$ cat src/rtl/imm_gen_pipe.sv
// rtl/imm_gen_pipe.sv - pipelined RV32I/RV64I immediate decoder with pc+imm and valid/ready handshake
module imm_gen_pipe #(
  parameter int XLEN   = 32,
  parameter int STAGES = 1
) (
  input  logic            clk,
  input  logic            reset,
  input  logic            flush,
  input  logic            in_valid,
  output logic            in_ready,
  input  logic [31:0]     inst_code,
  input  logic [XLEN-1:0] pc,
  output logic            out_valid,
  input  logic            out_ready,
  output logic [XLEN-1:0] imm_out,
  output logic [2:0]      imm_type,
  output logic [XLEN-1:0] target,
  output logic            illegal
);

  localparam logic [2:0] T_NONE  = 3'd0;
  localparam logic [2:0] T_I     = 3'd1;
  localparam logic [2:0] T_S     = 3'd2;
  localparam logic [2:0] T_B     = 3'd3;
  localparam logic [2:0] T_U     = 3'd4;
  localparam logic [2:0] T_J     = 3'd5;
  localparam logic [2:0] T_SHAMT = 3'd6;

  typedef struct packed {
    logic [XLEN-1:0] imm;
    logic [2:0]      typ;
    logic [XLEN-1:0] tgt;
    logic            ill;
  } ent_t;

  function automatic logic [XLEN-1:0] sext32(input logic [31:0] v);
    return XLEN'($signed(v));
  endfunction

  logic [6:0] opc;
  logic [2:0] f3;
  ent_t       dec;

  assign opc = inst_code[6:0];
  assign f3  = inst_code[14:12];

  always_comb begin
    dec = '0;
    if (inst_code[1:0] != 2'b11) begin
      dec.ill = 1'b1;
    end else begin
      case (opc)
        7'b0010011: begin
          if (f3 == 3'b001 || f3 == 3'b101) begin
            dec.typ = T_SHAMT;
            // arithmetic-right form is the only one allowed a non-zero upper field
            if (XLEN == 32) begin
              dec.imm = XLEN'(inst_code[24:20]);
              dec.ill = !(inst_code[31:25] == 7'b0000000 ||
                          (inst_code[31:25] == 7'b0100000 && f3 == 3'b101));
            end else begin
              dec.imm = XLEN'(inst_code[25:20]);
              dec.ill = !(inst_code[31:26] == 6'b000000 ||
                          (inst_code[31:26] == 6'b010000 && f3 == 3'b101));
            end
          end else begin
            dec.typ = T_I;
            dec.imm = sext32({{20{inst_code[31]}}, inst_code[31:20]});
          end
        end
        7'b0000011: begin
          dec.typ = T_I;
          dec.imm = sext32({{20{inst_code[31]}}, inst_code[31:20]});
        end
        7'b1100111: begin
          dec.typ = T_I;
          dec.imm = sext32({{20{inst_code[31]}}, inst_code[31:20]});
          dec.ill = (f3 != 3'b000);
        end
        7'b0100011: begin
          dec.typ = T_S;
          dec.imm = sext32({{20{inst_code[31]}}, inst_code[31:25], inst_code[11:7]});
        end
        7'b1100011: begin
          dec.typ = T_B;
          dec.imm = sext32({{19{inst_code[31]}}, inst_code[31], inst_code[7],
                            inst_code[30:25], inst_code[11:8], 1'b0});
          dec.ill = (f3 == 3'b010 || f3 == 3'b011);
        end
        7'b0110111, 7'b0010111: begin
          dec.typ = T_U;
          dec.imm = sext32({inst_code[31:12], 12'b0});
        end
        7'b1101111: begin
          dec.typ = T_J;
          dec.imm = sext32({{11{inst_code[31]}}, inst_code[31], inst_code[19:12],
                            inst_code[20], inst_code[30:21], 1'b0});
        end
        7'b0110011, 7'b0001111, 7'b1110011: begin
          dec.typ = T_NONE;
        end
        default: begin
          dec.ill = 1'b1;
        end
      endcase
    end
    dec.tgt = pc + dec.imm;
  end

  logic [STAGES-1:0] valid_q;
  logic [STAGES-1:0] valid_d;
  logic [STAGES-1:0] rdy;
  logic [STAGES-1:0] up_valid;
  ent_t              data_q  [STAGES];
  ent_t              data_d  [STAGES];
  ent_t              up_data [STAGES];

  // A stage can take new data if it is empty or everything downstream can move.
  always_comb begin
    logic r;
    r   = out_ready;
    rdy = '0;
    for (int k = STAGES - 1; k >= 0; k--) begin
      r      = r || !valid_q[k];
      rdy[k] = r;
    end
  end

  assign in_ready = rdy[0] && !flush;

  always_comb begin
    up_valid    = '0;
    up_valid[0] = in_valid;
    up_data[0]  = dec;
    for (int k = 1; k < STAGES; k++) begin
      up_valid[k] = valid_q[k-1];
      up_data[k]  = data_q[k-1];
    end
    valid_d = valid_q;
    for (int k = 0; k < STAGES; k++) begin
      data_d[k] = data_q[k];
      if (rdy[k]) begin
        valid_d[k] = up_valid[k];
        if (up_valid[k]) data_d[k] = up_data[k];
      end
    end
    if (flush) valid_d = '0;
  end

  always_ff @(posedge clk or posedge reset) begin
    if (reset) begin
      valid_q <= '0;
      for (int k = 0; k < STAGES; k++) data_q[k] <= '0;
    end else begin
      valid_q <= valid_d;
      for (int k = 0; k < STAGES; k++) data_q[k] <= data_d[k];
    end
  end

  assign out_valid = valid_q[STAGES-1];
  assign imm_out   = data_q[STAGES-1].imm;
  assign imm_type  = data_q[STAGES-1].typ;
  assign target    = data_q[STAGES-1].tgt;
  assign illegal   = data_q[STAGES-1].ill;

endmodule

$ cat config.mk
export PLATFORM = sky130hd
export DESIGN_NAME = imm_gen_pipe
export DESIGN_NICKNAME = d
export VERILOG_FILES = /design/src/rtl/imm_gen_pipe.sv
export SDC_FILE = /design/constraint.sdc
export NUM_CORES = 1
export LEC_CHECK = 0
export CORE_ASPECT_RATIO = 0.7
export CORE_MARGIN = 4
export CORE_UTILIZATION = 53
export CTS_CLUSTER_SIZE = 20
export DETAILED_ROUTE_END_ITERATION = 12
export GPL_ROUTABILITY_DRIVEN = 0
export GPL_TIMING_DRIVEN = 1
export PLACE_DENSITY = 0.88
export SETUP_SLACK_MARGIN = 0.15
export SYNTH_ARGS = -nofsm -noshare
export SYNTH_HDL_FRONTEND = slang
export SYNTH_SLANG_ARGS = --single-unit
$ cat constraint.sdc
create_clock -name clk -period 5.6 [get_ports clk]
set_input_delay 0.84 -clock clk [delete_from_list [all_inputs] [get_ports clk]]
set_output_delay 0.84 -clock clk [all_outputs]
set_load 0.01 [all_outputs]
======== Yosys cells after proc, flatten, opt, wreduce, memory -nomap -nowiden ========
Index checks and enable logic that the tools add are counted.
word-level totals
  register bits ........................... 69
  input bits .............................. 69
  output and inout bits ................... 70
  word-level logic and storage cells ...... 48
cells by class
  $add $sub $neg .......................... 1
  equal/unequal tests ..................... 17
  multiplexer cells ....................... 9
  reduce and logical (&&, ||, !) cells .... 16
operators by type and width
  operator                                              count
  one-hot mux 32 bit (6 select lines)                   1
  two-way mux 35 bit                                    2
  adder 32 bit                                          1
  equality test 7 x 6 -> 1 bit (second input constant)  4
  equality test 7 bit (second input constant)           4
  one-hot mux 3 bit (6 select lines)                    1
  equality test 7 x 5 -> 1 bit (second input constant)  2
  OR reduction 8 bit                                    1
  equality test 7 x 2 -> 1 bit (second input constant)  1
  equality test 7 x 4 -> 1 bit (second input constant)  1
  logical NOT 7 bit                                     1
  equality test 3 x 2 -> 1 bit (second input constant)  2
  logical OR 1 bit                                      4
  two-way mux 1 bit                                     4
  one-hot mux 1 bit (4 select lines)                    1
  OR reduction 2 bit                                    2
  equality test 3 x 1 -> 1 bit (second input constant)  1
  equality test 3 bit (second input constant)           1
  logical NOT 1 bit                                     3
  nonzero test 3 bit                                    1
  logical AND 1 bit                                     2
  inequality test 2 bit (second input constant)         1
  AND reduction 2 bit                                   1
  nonzero test 2 bit                                    1

======== Longest topological paths before layout ========
Gate-level depths: netlist of run 1.
  depth in word-level cells ............... 7
  mapped depth ............................ 16
  gate-level depth less buffers ........... 14

======== Worst setup path after synthesis of run 1 ========
Ideal clock, no wire load.
  path type ............................... input port to flip-flop
  start ................................... in inst_code[3]
  end ..................................... reg, netlist name target[30]
  library setup time ...................... 0.087 ns
  arrival ................................. 3.754 ns
  required time ........................... 5.513 ns
  path slack .............................. 1.759 ns
  stages .................................. 15
  buffers on the path ..................... 1
  cell sequence ........................... buf_4 nand4bb_4 nor3_2 nand2_1 o21ai_0 ha_1 inv_1 fa_1 nor2b_1 o2111a_1 o21ai_1 a21oi_2 a21oi_1 a2111o_1 o211ai_1
RTL lines
  item         line  source
  from (decl)  11    input logic [31:0] inst_code,

==> results of run 1 <==
==> logic make-up after synthesis <==
| kind of cell | count (synthesis) | share of synthesized area |
|---|---|---|
| AND/OR/NAND/NOR | 179 | 0.1821 |
| AO/OA/AOI/OAI | 173 | 0.2534 |
| flip-flops | 69 | 0.3529 |
| buffers and inverters | 34 | 0.02813 |
| adder cells (fa/ha/maj) | 32 | 0.08335 |
| multiplexers | 29 | 0.06622 |
| XOR/XNOR | 19 | 0.03401 |
==> per-layer routing <==
metal,GRT usage,vias to the layer above,routed length [µm]
met3,0.09329,25,1702
met1,0.3734,2318,6234
li1,-,2242,-
met5,0,-,0
met4,0.06199,0,228
met2,0.4447,285,6800
==> Yosys cell counts, types with 8 or more instances <==
cell and number:
inv_1 11, a21oi_1 31, ha_1 31, dfrtp_1 69, nand3_1 11, xnor2_1 8
nor2_1 31, xor2_1 11, and2_1 11, nand4_1 11, nand2_1 75, clkbuf_1 16
o21ai_0 34, mux2_2 27, a21o_1 35
==> worst max-delay path by stage <==
stage	start	end	slack (ps)	cells after the start
floorplan	inst_code[3]	target[30]	1760	15
detailed placement	inst_code[3]	target[24]	850	15
finish	inst_code[3]	target[24]	1060	15
global route	inst_code[1]	target[24]	870	15
global placement	inst_code[3]	target[30]	1020	15
CTS	inst_code[3]	target[24]	1160	15
==> registers in the layout, summed over array words and instances, names as in the netlist <==
register / cells
target: 32
out_valid: 1
imm_out: 32
illegal: 1
imm_type: 3
==> tightest hold or removal path, cell delays in order, from the launching register on <==
cell	delay, ps
dfrtp_1	340
nand2_1	50
o31ai_1	50
==> power groups by stage <==
stage	clock network (W)	registers (W)	logic, W
floorplan	0	0.000587	0.000145
global placement	0	0.000571	0.000336
detailed placement	0	0.000572	0.000343
CTS	0.000636	0.000564	0.000346
global route	0.000662	0.000568	0.000375
finish	0.000630	0.000564	0.000347
==> stage by stage <==
stage                     utilization  std cells  setup slack, ps  instance area, µm²
after floorplan                     -        535             1759                4893
after global routing           0.7402        793            868.7                6688
after detailed placement       0.7039        777            845.4                6360
after global placement         0.7039        777             1017                6360
final                          0.7402        793             1060                6688
after CTS                      0.7402        793             1165                6688
==> cell type report <==
type | count | area, µm² | area share
flip-flops and latches | 69 | 1727 | 0.2582
multi-input cells | 432 | 3033 | 0.4535
clock buffers | 13 | 260.3 | 0.03891
clock inverters | 3 | 67.56 | 0.01010
repair buffers | 141 | 1404 | 0.2099
inverters | 11 | 41.29 | 0.006174
well taps | 124 | 155.1 | 0.02320
==> metrics.md, run 1 <==
| Metric | Value |
|---|---|
| Period minus WS final | 4540 ps |
| Routed WL | 14.97 mm |
| Largest stage delay, worst path | 570 ps |
| Post-synth EDFFs | 0 |
| Starting Density | 0.5416 |
| P_leak | 3.119 nW |
| Placeable Area | 0.009035 mm² |
| Skew-Pair Late Insertion Delay | 340 ps |
| First-pass GRT wire length | 23.47 mm |
| ANT cells | 0 |
| Seq cells post-synth | 69 |
| Switching Share | 0.2658 |
| Syn nets | 636 |
| Worst Path Required | 5850 ps |
| Critical path's slowest cell | clkdlybuf4s50_1 |
| Cell count after synthesis | 535 |
| CTS Buf Count | 9 |
| CP Class | in -> reg |
| Total track usage | 0.2792 |
| Reg2reg end | illegal |
| Area growth syn-to-layout | 36.67% |
| Worst r2r path cells | 6 |
| Hold Path End | target[24] |
| Logic pwr share | 0.225 |
| Critical path launch point type | input pin |
| Worst-path fanout max | 9 |
| Die span in x | 122.8 µm |
| Worst vdd ir | 0.0001879 V |
| Port buffer count | 138 |
| TritonCTS clock tree | built |
| Largest net degree at the start of global routing | 70 |
| Post-CTS setup buffer count | 0 |
| # clock sinks | 69 |
| Max Cap Violations | 0 |
| Worst slew pin tran | 856.5 ps |
| Row count | 29 |
| Clock power frac | 0.409 |
| Commonest cells after routing, fill and taps aside | clkdlybuf4s50_1 (138), nand2_1 (74), dfrtp_1 (69), a21o_1 (35), o21ai_0 (34) |
| Synth area leaders | dfrtp_1 (35%), ha_1 (7.9%), mux2_2 (6.2%) |
| Mapped Area | 0.004893 mm² |
| Critical-path cell list | clkdlybuf4s50_1 -> nand4bb_4 -> nor3_2 -> nand2_1 -> o21ai_0 -> ha_1 -> inv_1 -> fa_1 -> nor2b_1 -> o2111a_1 -> o21ai_1 -> a211oi_1 -> o211ai_1 -> and4_1 -> o31ai_1 |
| Area leader, netlist | dfrtp_1 |
| # hold bufs at CTS | 0 |
| First DRT Iteration DRCs | 537 |
| RSZ-0062 raised after global routing | no |
| Die area | 0.01086 mm² |
| Top-area cell type share of the netlist area | 0.3529 |
| Die Ht | 88.40 µm |
| Mapped Avg Cell Area | 9.147 µm² |
| Reg2reg start | out_valid |
| Initial antenna violation count | 0 |
| Hold Worst Slack | 478.9 ps |
| Unique masters post-synth | 69 |
| Setup-failing EPs final | 0 |
| GRT overflow | 0 |
| Number of global-route vias before repair | 4650 |
| NetSw | 0.0004097 W |
| Power per cell area | 230.5 mW/mm² |
| I/O pin count | 139 |
| Register-to-Register Setup Slack | 3510 ps |
| Post-CTS sizing | 0 |
| Worst setup EP type | register |
| Async S/R FF share, synth | 1.000 |
| Outcome | finished, final reports clean |
| Via-per-instance ratio | 6.141 |
| H-tree levels | 3 |
| Final Power | 0.001541 W |
| Post-DRT Antenna Nets | 0 |
| Longest Clk Path Bufs | 2 |
| Final worst path period share | 0.8107 |
| Worst path bufs/invs | 2 |
| Max-slew headroom | 0.4290 |
| Drt wl/cell | 18.87 µm |
| CTS root buf | clkbuf_16 |
| TNS Setup | 0 ps |
| Hold-critical path depth | 2 |
| Clock transition at path regs | 60 ps |
| Sequential share of power | 0.366 |
| Final Max Slew Viols | 0 |
| Final Hold Viols | 0 |
| DRC Markers | 0 |
| Ys flop type | dfrtp_1 |
| Vias | 4870 |
| FMAX | 220.3 MHz |
| Worst Path Arrival | 4790 ps |
| Part of the Yosys area used for sequential elements | 0.3529 |
| Critical path's top delay family | compound AO/OA/AOI/OAI gates |
| P_int | 0.001132 W |
| Layout cell share with drive strength beyond 1 | 0.09716 |
| Fin nets | 765 |
| DP HPWL | 11.30 mm |
| Hold WC Path Type | reg -> reg |
| Clock skew | 4.952 ps |
| Worst Hold Launch | target[24] |
| Pre-Repair DR Iteration Count | 5 |
| Leading cell type in the layout, fill and taps excluded | clkdlybuf4s50_1 |
| FILL cells | 635 |
| Synth warnings | 0 |
Power figures use the tool's default switching activity.
==> run 2: changes to the inputs <==
CORE_UTILIZATION = 44   (was 53)
PLACE_DENSITY = 0.78   (was 0.88)
clock period = 3.71 ns   (was 5.6 ns; I/O delays follow)
==> metrics.md, run 2 (synthesized netlist as in run 1, its figures left out) <==
| Metric | Value |
|---|---|
| Die Ht | 96.23 µm |
| Clock skew | 5.846 ps |
| Worst vdd ir | 0.0002884 V |
| # clock sinks | 69 |
| Reg2reg end | target[10] |
| Die span in x | 134.0 µm |
| Starting Density | 0.4621 |
| Placeable Area | 0.01059 mm² |
| Setup-failing EPs final | 0 |
| Total track usage | 0.2796 |
| Routed WL | 18.18 mm |
| Longest Clk Path Bufs | 2 |
| Area growth syn-to-layout | 65.33% |
| Layout cell share with drive strength beyond 1 | 0.3215 |
| Power per cell area | 291.3 mW/mm² |
| # hold bufs at CTS | 0 |
| Hold Path End | target[11] |
| GRT overflow | 0 |
| Final Max Slew Viols | 0 |
| Worst setup EP type | register |
| Port buffer count | 138 |
| Row count | 31 |
| DP HPWL | 13.42 mm |
| Drt wl/cell | 18.82 µm |
| Register-to-Register Setup Slack | 1830 ps |
| Via-per-instance ratio | 5.706 |
| First DRT Iteration DRCs | 634 |
| P_int | 0.001693 W |
| Final Power | 0.002356 W |
| Worst r2r path cells | 4 |
| RSZ-0062 raised after global routing | yes |
| Sequential share of power | 0.363 |
| Hold WC Path Type | reg -> reg |
| Worst Path Arrival | 3710 ps |
| Hold-critical path depth | 2 |
| Outcome | finished, final reports clean |
| Commonest cells after routing, fill and taps aside | buf_4 (149), clkdlybuf4s50_1 (131), nand2_1 (74), dfrtp_1 (69), a21o_1 (34) |
| Final Hold Viols | 0 |
| Clock power frac | 0.366 |
| Pre-Repair DR Iteration Count | 6 |
| Hold Worst Slack | 478.9 ps |
| FILL cells | 696 |
| Vias | 5512 |
| Number of global-route vias before repair | 5588 |
| CTS root buf | clkbuf_16 |
| P_leak | 3.933 nW |
| Largest net degree at the start of global routing | 70 |
| Fin nets | 914 |
| Critical path launch point type | input pin |
| Worst Path Required | 3970 ps |
| ANT cells | 0 |
| Die area | 0.01290 mm² |
| I/O pin count | 139 |
| Skew-Pair Late Insertion Delay | 340 ps |
| Leading cell type in the layout, fill and taps excluded | buf_4 |
| FMAX | 290.2 MHz |
| Switching Share | 0.2815 |
| TritonCTS clock tree | built |
| Clock transition at path regs | 60 ps |
| H-tree levels | 3 |
| Reg2reg start | out_valid |
| Max-slew headroom | 0.3727 |
| Worst Hold Launch | target[11] |
| Post-DRT Antenna Nets | 0 |
| CTS Buf Count | 9 |
| NetSw | 0.0006634 W |
| Initial antenna violation count | 0 |
| Final worst path period share | 0.9290 |
| First-pass GRT wire length | 28.53 mm |
| DRC Markers | 0 |
| Logic pwr share | 0.271 |
| CP Class | in -> reg |
| Max Cap Violations | 0 |
| Worst-path fanout max | 5 |
| Worst slew pin tran | 937.6 ps |
| Period minus WS final | 3446 ps |
run 2: changes by cell type in the layout (fill, tap and decap cells not counted), sizes merged:
cell and change:
buf +149, clkdlybuf4s50 -7, bufinv -1, clkinv +4, clkinvlp -1, dlymetal6s2s +3, dlygate4sd2 +2
run 2: stage by stage:
step / instances / area, µm² / utilization / setup TNS (ps) / setup WS (ps)
global placement: 926 / 7341 / 0.6933 / -3526 / -427.1
finish: 966 / 8090 / 0.7640 / 0 / 263.6
detailed placement: 926 / 7341 / 0.6933 / -6675 / -559.8
CTS: 962 / 7891 / 0.7452 / 0 / 150.5
global route: 966 / 8090 / 0.7640 / 0 / 134.1
floorplan: 535 / 4893 / - / 0 / 152.9
run 2: repair_timing:
item	in CTS	in global routing
buffers inserted	20	4
endpoints found under the setup margin	17	20
gates resized for setup	30	36
pin swaps	9	21
run 2: layout make-up:
class                      count  area [µm²]  share of cell area
multi-input combinational    432        3307              0.4088
inverter                      11       41.29            0.005104
tap                          148       185.2             0.02289
sequential                    69        1727              0.2134
timing repair buffer         290        2537              0.3136
clock buffer                  11       242.7             0.03000
clock inverter                 5       50.05            0.006186
run 2: how the worst max path moves through the flow:
stage / from / cells past startpoint / endpoint
final: inst_code[13] / 15 / target[29]
after global routing: inst_code[13] / 16 / target[31]
after CTS: inst_code[3] / 15 / target[24]
after detailed placement: inst_code[4] / 15 / target[24]
after global placement: inst_code[4] / 15 / target[24]
after floorplan: inst_code[3] / 15 / target[30]
run 2: routing by layer:
| metal | track usage | vias to the layer above | part of all wire |
|---|---|---|---|
| met4 | 0.06441 | 0 | 0.018 |
| met1 | 0.3688 | 2651 | 0.43 |
| met3 | 0.07158 | 42 | 0.086 |
| met2 | 0.4676 | 287 | 0.47 |
| li1 | - | 2532 | - |
| met5 | 0 | - | 0 |
run 2: power groups by stage:
stage | clock [W] | combinational, W | sequential [W]
final | 0.000864 | 0.000639 | 0.000854
after global routing | 0.000918 | 0.000684 | 0.000861
after global placement | 0 | 0.000588 | 0.000863
after floorplan | 0 | 0.000219 | 0.000887
after detailed placement | 0 | 0.000603 | 0.000866
after CTS | 0.000875 | 0.000617 | 0.000853
run 2: worst max-delay path, cell delays in order:
cell	delay, ps
clkdlybuf4s50_1	430
and3b_1	250
nand2b_4	140
o21ai_2	70
o21a_4	230
buf_4	160
a21o_1	160
ha_1	310
a21o_1	120
a21oi_1	80
o21ai_0	270
nand3_1	170
and3b_1	220
a2111o_1	450
o211ai_2	70
==> run 3: changes to the inputs <==
CAP_MARGIN = 20   (was default)
SLEW_MARGIN = 0   (was default)
==> results of run 3 <==
The final DEF is identical to that of run 2; final timing and power are the same.
